[src/rtl/maze_move_ctrl.sv]
// Debounce-free pushbutton front end and move arbiter for the maze datapath.
// Define MAZE_MOVE_AUTOREPEAT_EN to re-arm a held direction every REPEAT_TICKS ticks.
module maze_move_ctrl #(
  parameter int SYNC_STAGES  = 2,
  parameter int REPEAT_TICKS = 8
) (
  input  logic       clk,
  input  logic       reset,
  input  logic       tick,
  input  logic       btn_u,
  input  logic       btn_d,
  input  logic       btn_l,
  input  logic       btn_r,
  input  logic       btn_c,
  output logic [2:0] move,
  output logic       C,
  output logic       pending
);

  typedef enum logic [1:0] {
    IDLE    = 2'd0,
    ARMED   = 2'd1,
    RELEASE = 2'd2
  } state_t;

  localparam logic [2:0] MV_STAY  = 3'b000;
  localparam logic [2:0] MV_LEFT  = 3'b001;
  localparam logic [2:0] MV_RIGHT = 3'b010;
  localparam logic [2:0] MV_DOWN  = 3'b011;
  localparam logic [2:0] MV_UP    = 3'b100;

  if (SYNC_STAGES < 2 || REPEAT_TICKS < 1) begin : g_param_check
    $error("maze_move_ctrl: SYNC_STAGES must be >= 2 and REPEAT_TICKS >= 1");
  end

  // Bit order of direction vectors: [0]=up [1]=down [2]=left [3]=right.
  function automatic logic [2:0] dir_code(input logic [3:0] d);
    if (d[0])      dir_code = MV_UP;
    else if (d[1]) dir_code = MV_DOWN;
    else if (d[2]) dir_code = MV_LEFT;
    else if (d[3]) dir_code = MV_RIGHT;
    else           dir_code = MV_STAY;
  endfunction

  logic [4:0]                   btn_raw;
  logic [SYNC_STAGES-1:0][4:0]  sync_q;
  logic [4:0]                   lvl;
  logic [4:0]                   prev_q;
  logic [4:0]                   press_q;
  logic [SYNC_STAGES:0]         flush_q;
  state_t                       state_q, state_d;
  logic [2:0]                   code_d;

  assign btn_raw = {btn_c, btn_r, btn_l, btn_d, btn_u};
  assign lvl     = sync_q[SYNC_STAGES-1];

  // flush_q fills with ones after reset so RELEASE does not trust the
  // zeroed synchronisers before real button levels have propagated.
  always_ff @(posedge clk or posedge reset) begin
    if (reset) begin
      sync_q  <= '0;
      prev_q  <= '0;
      press_q <= '0;
      flush_q <= '0;
    end else begin
      sync_q  <= {sync_q[SYNC_STAGES-2:0], btn_raw};
      prev_q  <= lvl;
      press_q <= lvl & ~prev_q;
      flush_q <= {flush_q[SYNC_STAGES-1:0], 1'b1};
    end
  end

`ifdef MAZE_MOVE_AUTOREPEAT_EN
  localparam int CW = $clog2(REPEAT_TICKS + 1);
  logic [CW-1:0] cnt_q, cnt_d;
  logic [2:0]    held, held_q;
  logic          rpt_ok_q;

  assign held = dir_code(lvl[3:0]);

  // rpt_ok_q blocks repeats of a button that was held through reset.
  always_ff @(posedge clk or posedge reset) begin
    if (reset) begin
      cnt_q    <= '0;
      held_q   <= MV_STAY;
      rpt_ok_q <= 1'b0;
    end else begin
      cnt_q  <= cnt_d;
      held_q <= held;
      if (state_q == IDLE) rpt_ok_q <= 1'b1;
    end
  end
`endif

  always_comb begin
    state_d = state_q;
    code_d  = move;
`ifdef MAZE_MOVE_AUTOREPEAT_EN
    cnt_d   = '0;
`endif
    case (state_q)
      IDLE: begin
        if (|press_q[3:0]) begin
          code_d  = dir_code(press_q[3:0]);
          state_d = ARMED;
        end
      end
      ARMED: begin
        if (tick) state_d = RELEASE;
      end
      RELEASE: begin
        if (&flush_q && lvl[3:0] == 4'b0000) begin
          state_d = IDLE;
        end
`ifdef MAZE_MOVE_AUTOREPEAT_EN
        else if (held != MV_STAY && held == held_q && rpt_ok_q) begin
          if (tick) begin
            if (cnt_q == CW'(REPEAT_TICKS - 1)) begin
              code_d  = held;
              state_d = ARMED;
            end else begin
              cnt_d = cnt_q + CW'(1);
            end
          end else begin
            cnt_d = cnt_q;
          end
        end
`endif
      end
      default: state_d = RELEASE;
    endcase
  end

  always_ff @(posedge clk or posedge reset) begin
    if (reset) begin
      state_q <= RELEASE;
      move    <= MV_STAY;
      pending <= 1'b0;
      C       <= 1'b0;
    end else begin
      state_q <= state_d;
      move    <= (state_d == ARMED) ? code_d : MV_STAY;
      pending <= (state_d == ARMED);
      C       <= C ? ~tick : press_q[4];
    end
  end

endmodule

[config.mk]
export PLATFORM = sky130hd
export DESIGN_NAME = maze_move_ctrl
export DESIGN_NICKNAME = d
export VERILOG_FILES = /design/src/rtl/maze_move_ctrl.sv
export SDC_FILE = /design/constraint.sdc
export NUM_CORES = 1
export LEC_CHECK = 0
export ABC_AREA = 1
export BUFFER_PORTS_ARGS = -buffer_cell sky130_fd_sc_hd__buf_2
export CAP_MARGIN = 20
export CORE_MARGIN = 2
export CORE_UTILIZATION = 55
export CTS_CLUSTER_SIZE = 30
export DETAILED_ROUTE_END_ITERATION = 8
export MAX_ROUTING_LAYER = met4
export PLACE_DENSITY = 0.85
export SKIP_CTS_REPAIR_TIMING = 1
export SLEW_MARGIN = 20
export SYNTH_ARGS = -nofsm -noshare
export SYNTH_HDL_FRONTEND = slang
export SYNTH_SLANG_ARGS = --single-unit
[constraint.sdc]
create_clock -name clk -period 1.5 [get_ports clk]
set_input_delay 0.15 -clock clk [delete_from_list [all_inputs] [get_ports clk]]
set_output_delay 0.15 -clock clk [all_outputs]
set_load 0.01 [all_outputs]
==> reports/metrics.json, run 1 <==
{
  "synth": {
    "postSynthCellCount": 75,
    "synth_area_um2": 954.7,
    "ys_dominant_reg_cell": "dfrtp_1",
    "ys_seq_elements": 30,
    "synthTopCellsByCount": "dfrtp_1 (29), nand2_1 (12), inv_1 (10), nor2_1 (10), nand3_1 (3)",
    "synth_area_leaders": "dfrtp_1 (76%), nand2_1 (4.7%), inv_1 (3.9%), nor2_1 (3.9%), dfstp_2 (2.8%)",
    "synth-async-reset-ratio": 1.000,
    "post_synth.cell_area_avg_um2": 12.73,
    "sequential_element_share_of_the_synthesized_area": 0.7877,
    "net_count_after_synthesis": 83,
    "synth-edff-count": 0,
    "synth.distinct_cells": 14,
    "ys.warnings.count": 0,
    "post-synth-top-area-cell": "dfrtp_1",
    "yosys.cell_count.top_type": "dfrtp_1",
    "area_share_of_the_largest_cell_type_after_synthesis": 0.7602
  },
  "detailed_routing": {
    "routedWlPerCell_um": 10.83,
    "total_wirelength_of_the_detailed_routed_design_mm": 1.289,
    "dr_vias": 575,
    "drc": 0,
    "avgViaCountPerCell": 4.832,
    "drt_pass1_iterations": 2,
    "drt_iter0_drc": 4,
    "ant_nets": 0
  },
  "hold_path": {
    "whs_path_depth": 2,
    "worst_hold_path.endpoint": "C",
    "hold_path.class": "input pin to register",
    "min-delay-start": "tick"
  },
  "pwr": {
    "static-leakage-power_nw": 0.6307,
    "total_power_w": 0.001552,
    "power_density_mw_per_mm2": 1334,
    "ir_worst_vdd_uv": 861.3
  },
  "timing": {
    "unrepaired_setup_endpoints_after_global_routing": "false",
    "finalWorstPathRequiredPeriod_ns": 1.041,
    "worst_clock_skew_ns": 0.004688,
    "max_freq_mhz": 960.3,
    "final_min_period_over_clock_period": 0.6942,
    "worst_hold_margin_ns": 0.06769,
    "setup_tns_ns": 0,
    "final_hold_violation_count": 0,
    "report.final.setup_viol": 0,
    "slew_viol_final": 0
  },
  "setup_path": {
    "arrival_ns": 1.25,
    "worst_path_max_delay_cell": "dfstp_2",
    "critical_path_required_ns": 1.71,
    "worst_path_dominant_cell_family": "flip-flops",
    "slowest_delay_ns": 0.58,
    "path_class": "register to register",
    "startpoint_type": "register",
    "crit_chain": "inv_2 > nand2_2 > inv_1 > a21o_1",
    "crit_fanout": 3,
    "critical_path.endpoint_type": "register",
    "worstPathBufferInverterCount": 2,
    "timing.rr.end": "state_q[0]",
    "ff2ff_path_depth": 4,
    "r2r-start": "state_q[1]",
    "worst-r2r-setup-slack_ns": 0.46
  },
  "job": {
    "count_of_max_cap_constraint_violations": 0
  },
  "grt": {
    "via_count_of_the_first_global_routing_pass": 496,
    "track_usage": 0.1527,
    "grt_max_degree": 31,
    "grt-ovfl-total": 0,
    "grt_pass1_wl_mm": 1.980,
    "antenna_found_initial": 0
  },
  "final_layout": {
    "area_used_by_multi_input_combinational_logic_um2": 161.4,
    "areaGrowthSynthToFinish_pct": 21.89,
    "final_cells": 119,
    "finalNetCount": 109,
    "diodes": 0,
    "sequential_standard_cell_area_um2": 752.0,
    "finish.instance_area_mm2": 0.001164,
    "final_layout_size_suffix_gt1_frac": 0.2353,
    "nFillCells": 116
  },
  "floorplanning": {
    "cell_rows": 15,
    "floorplan.initialDensity": 0.5715,
    "die_width_um": 45.66,
    "die_height_um": 45.66,
    "core_mm2": 0.001670,
    "area_enclosed_by_the_die_boundary_mm2": 0.002085,
    "design.portCount": 13
  },
  "clock_tree": {
    "clk-insertion-delay-late_ns": 0.31,
    "cts_tree": "built",
    "cts-buffers-inserted": 5,
    "clockBufferDepth": 2,
    "clk_root_buffer_cell": "clkbuf_4",
    "htree_num_levels": 2,
    "clk_pin_slew_ns": 0.08,
    "cts.sink_count": 30
  },
  "place": {
    "buffer_ports.inserted": 12,
    "dpl.hpwl_um": 837.7,
    "global_placement_routability_congestion": 0.7422,
    "placement.cell_area_mm2": 0.001044,
    "post-place-cells": 105
  },
  "status": {
    "status": "completed"
  }
}
## per-layer routing
| layer | share of wire | up-vias | track usage |
|---|---|---|---|
| li1 | - | 282 | - |
| met1 | 0.38 | 276 | 0.1463 |
| met2 | 0.56 | 17 | 0.2479 |
| met3 | 0.054 | 0 | 0.08333 |
| met4 | 0 | 0 | 0.07059 |
| met5 | 0 | - | - |
## report_power, final
part	switching (W)	internal [W]
registers	0.0000365	0.000882
logic	0.0000956	0.0000694
clock network	0.000242	0.000227
total	0.000374	0.00118
## worst max-delay path by stage
stage / startpoint / to / slack (ns) / cells after the start
final: state_q[1] / state_q[0] / 0.46 / 4
after global routing: state_q[1] / state_q[0] / 0.41 / 4
after floorplan: state_q[1] / pending / 0.53 / 4
after CTS: state_q[1] / state_q[0] / 0.45 / 4
after detailed placement: state_q[1] / state_q[0] / 0.47 / 4
after global placement: state_q[1] / pending / 0.52 / 4
## kinds of logic after synthesis
family | after synthesis | synth area share
buf+inv | 11 | 0.04325
flops | 30 | 0.7877
other cells | 1 | 0.003928
simple gates | 27 | 0.1258
compound gates | 6 | 0.03931
## stage by stage
step / worst slack, ns / util
6_report: 0.4586 / 0.6966
5_1_grt: 0.4120 / 0.6966
4_1_cts: 0.4550 / 0.6607
3_5_place_dp: 0.4745 / 0.6247
3_3_place_gp: 0.5183 / 0.6247
2_1_floorplan: 0.5284 / -
## area by class of cell
type                       count  share of cell area
clock buffer                   7             0.04731
clock inverter                 1            0.004301
inverter                      11             0.03548
multi-input combinational     34              0.1387
sequential                    30              0.6462
tap                           17             0.01828
timing repair buffer          19              0.1097
## cell usage in the layout, fill, tap and decap left out
master         count
dfrtp_1           29
dlygate4sd3_1      6
inv_1             10
nor3_4             1
clkbuf_4           5
o21ai_0            2
o21bai_1           1
clkinv_2           1
conb_1             1
a21o_1             2
a21oi_1            1
clkbuf_1           1
nand3_1            3
nand2_1           12
buf_2             12
nand2_2            1
nor2_1            10
buf_4              1
inv_2              1
dfstp_2            1
clkbuf_8           1
## flip-flops by register name, indices dropped and copies added, names as in the netlist
signal	flops
sync_q	5
press_q	5
lvl	5
pending	1
state_q	2
flush_q	3
move	3
C	1
prev_q	5
(Power assumes the default switching activity.)
==> run 2: changes to the inputs <==
CORE_ASPECT_RATIO = 1.4   (was unset)
CORE_UTILIZATION = 48   (was 55)
PLACE_DENSITY = 0.79   (was 0.85)
clock period = 0.9 ns   (was 1.5 ns; I/O delays follow)
==> run 2 against run 1 <==
Against the previous run: the run now ends with setup timing left; total power up 66%; clock power is 48% higher; hold slack improved by 0.27 ns; final cell count is 7.6% higher; via count rose by 2.4%; largest cell class unchanged.
==> reports/metrics.json, run 2 (synthesis results as in run 1) <==
{
  "final_layout": {
    "areaGrowthSynthToFinish_pct": 27.39,
    "layout_common_cells": "dfrtp_1 (29), nand2_1 (12), buf_2 (12)",
    "final_layout_size_suffix_gt1_frac": 0.2710,
    "finalNetCount": 115,
    "finalCoreUtilization": 0.6316,
    "final_cells": 128,
    "mostFrequentLayoutCell": "dfrtp_1",
    "diodes": 0,
    "finish.instance_area_mm2": 0.001216
  },
  "pwr": {
    "power_density_mw_per_mm2": 2115,
    "swShare": 0.2487,
    "power_frac_seq": 0.596,
    "p_sw_w": 0.0006398,
    "clock_power_share": 0.271,
    "comb_power_share": 0.133,
    "ir_worst_vdd_uv": 1532,
    "static-leakage-power_nw": 0.6549,
    "internal_power_w": 0.001932,
    "total_power_w": 0.002572
  },
  "floorplanning": {
    "die_width_um": 41.69,
    "die_height_um": 56.77,
    "area_enclosed_by_the_die_boundary_mm2": 0.002367,
    "floorplan.initialDensity": 0.4958,
    "design.portCount": 13,
    "cell_rows": 19,
    "core_mm2": 0.001926
  },
  "setup_path": {
    "crit_fanout": 3,
    "critical_path.endpoint_type": "register",
    "path_class": "register to register",
    "arrival_ns": 1.23,
    "startpoint_type": "register",
    "critical_path_required_ns": 1.12
  },
  "detailed_routing": {
    "drc": 0,
    "total_wirelength_of_the_detailed_routed_design_mm": 1.386,
    "drt_pass1_iterations": 4,
    "ant_nets": 0,
    "avgViaCountPerCell": 4.602,
    "dr_vias": 589,
    "routedWlPerCell_um": 10.83,
    "drt_iter0_drc": 8
  },
  "grt": {
    "gr-usage-met1": 0.1131,
    "met2_usage": 0.1987,
    "grt-busiest-layer": "met2",
    "antenna_found_initial": 0,
    "grt_max_degree": 31,
    "grt-ovfl-total": 0,
    "track_usage": 0.1352,
    "grt_use_met3": 0.09646,
    "grt_pass1_wl_mm": 2.070,
    "via_count_of_the_first_global_routing_pass": 537
  },
  "timing": {
    "unrepaired_setup_endpoints_after_global_routing": "true",
    "worst_clock_skew_ns": 0.009599,
    "final_hold_violation_count": 0,
    "setup_ws_ns": -0.1106,
    "finalWorstPathRequiredPeriod_ns": 1.011,
    "max_freq_mhz": 989.5,
    "setup_tns_ns": -0.5539,
    "final_min_period_over_clock_period": 1.123,
    "slew_viol_final": 0,
    "report.final.setup_viol": 11
  },
  "clock_tree": {
    "cts.sink_count": 30,
    "clk_root_buffer_cell": "clkbuf_4",
    "clk_pin_slew_ns": 0.09,
    "cts_tree": "built",
    "clk-insertion-delay-late_ns": 0.32,
    "htree_num_levels": 2,
    "cts-buffers-inserted": 5,
    "clockBufferDepth": 2
  },
  "hold_path": {
    "hold_path.class": "input pin to async pin"
  },
  "place": {
    "global_placement_routability_congestion": 0.8056,
    "placement.cell_area_mm2": 0.001061,
    "dpl.hpwl_um": 894.3,
    "post-place-cells": 109,
    "buffer_ports.inserted": 12
  },
  "job": {
    "count_of_max_cap_constraint_violations": 0
  },
  "status": {
    "failed_checks": "setup timing",
    "status": "complete, but fails checks"
  }
}
## run 2: metrics by stage
step                      setup slack [ns]  hold WS (ns)
final                              -0.1106        0.3378
after global routing               -0.1397        0.3662
after CTS                          -0.1094       -0.2232
after detailed placement          -0.09851        0.1382
after global placement            -0.06736        0.1241
after floorplan                   -0.04658        0.1214
## run 2: critical path, stage by stage (launching register included)
cell and delay (ns):
dfstp_2 0.58, inv_2 0.05, nand2_2 0.08, nor2_2 0.05, o21ai_1 0.08, nand2_1 0.07
## run 2: layout make-up
class / count / area (µm²)
inverter: 11 / 41.29
multi-input combinational: 34 / 163.9
fill: 130 / 709.4
tap: 21 / 26.28
clock buffer: 7 / 45.04
timing repair buffer: 25 / 187.7
sequential: 30 / 752.0
## run 2: path summary, 6_finish.rpt
path                            start          to  slack [ns]  depth (start not counted)
setup / recovery           state_q[1]     move[0]       -0.11                          5
hold / removal                  reset  flush_q[1]        0.34                          4
setup reg to reg           state_q[1]     move[0]       -0.11                          5
hold reg to reg             sync_q[1]      lvl[1]        0.35                          0
max in group asynchronous       reset  state_q[1]        0.33                          4
min in group clk            sync_q[1]      lvl[1]        0.35                          0
## run 2: per-layer routing
| layer | part of all wire | routed length (µm) |
|---|---|---|
| met5 | 0 | 0 |
| met4 | 0.033 | 46 |
| met3 | 0.066 | 91 |
| met2 | 0.52 | 715 |
| met1 | 0.38 | 533 |
## run 2: power by group through the flow
stage,Clock [W],Combinational [W],Sequential (W)
4_1_cts,0.000736,0.000266,0.00154
5_1_grt,0.000783,0.000382,0.00154
3_3_place_gp,0,0.000255,0.00155
6_report,0.000696,0.000343,0.00153
2_1_floorplan,0,0.000156,0.00157
3_5_place_dp,0,0.000267,0.00156
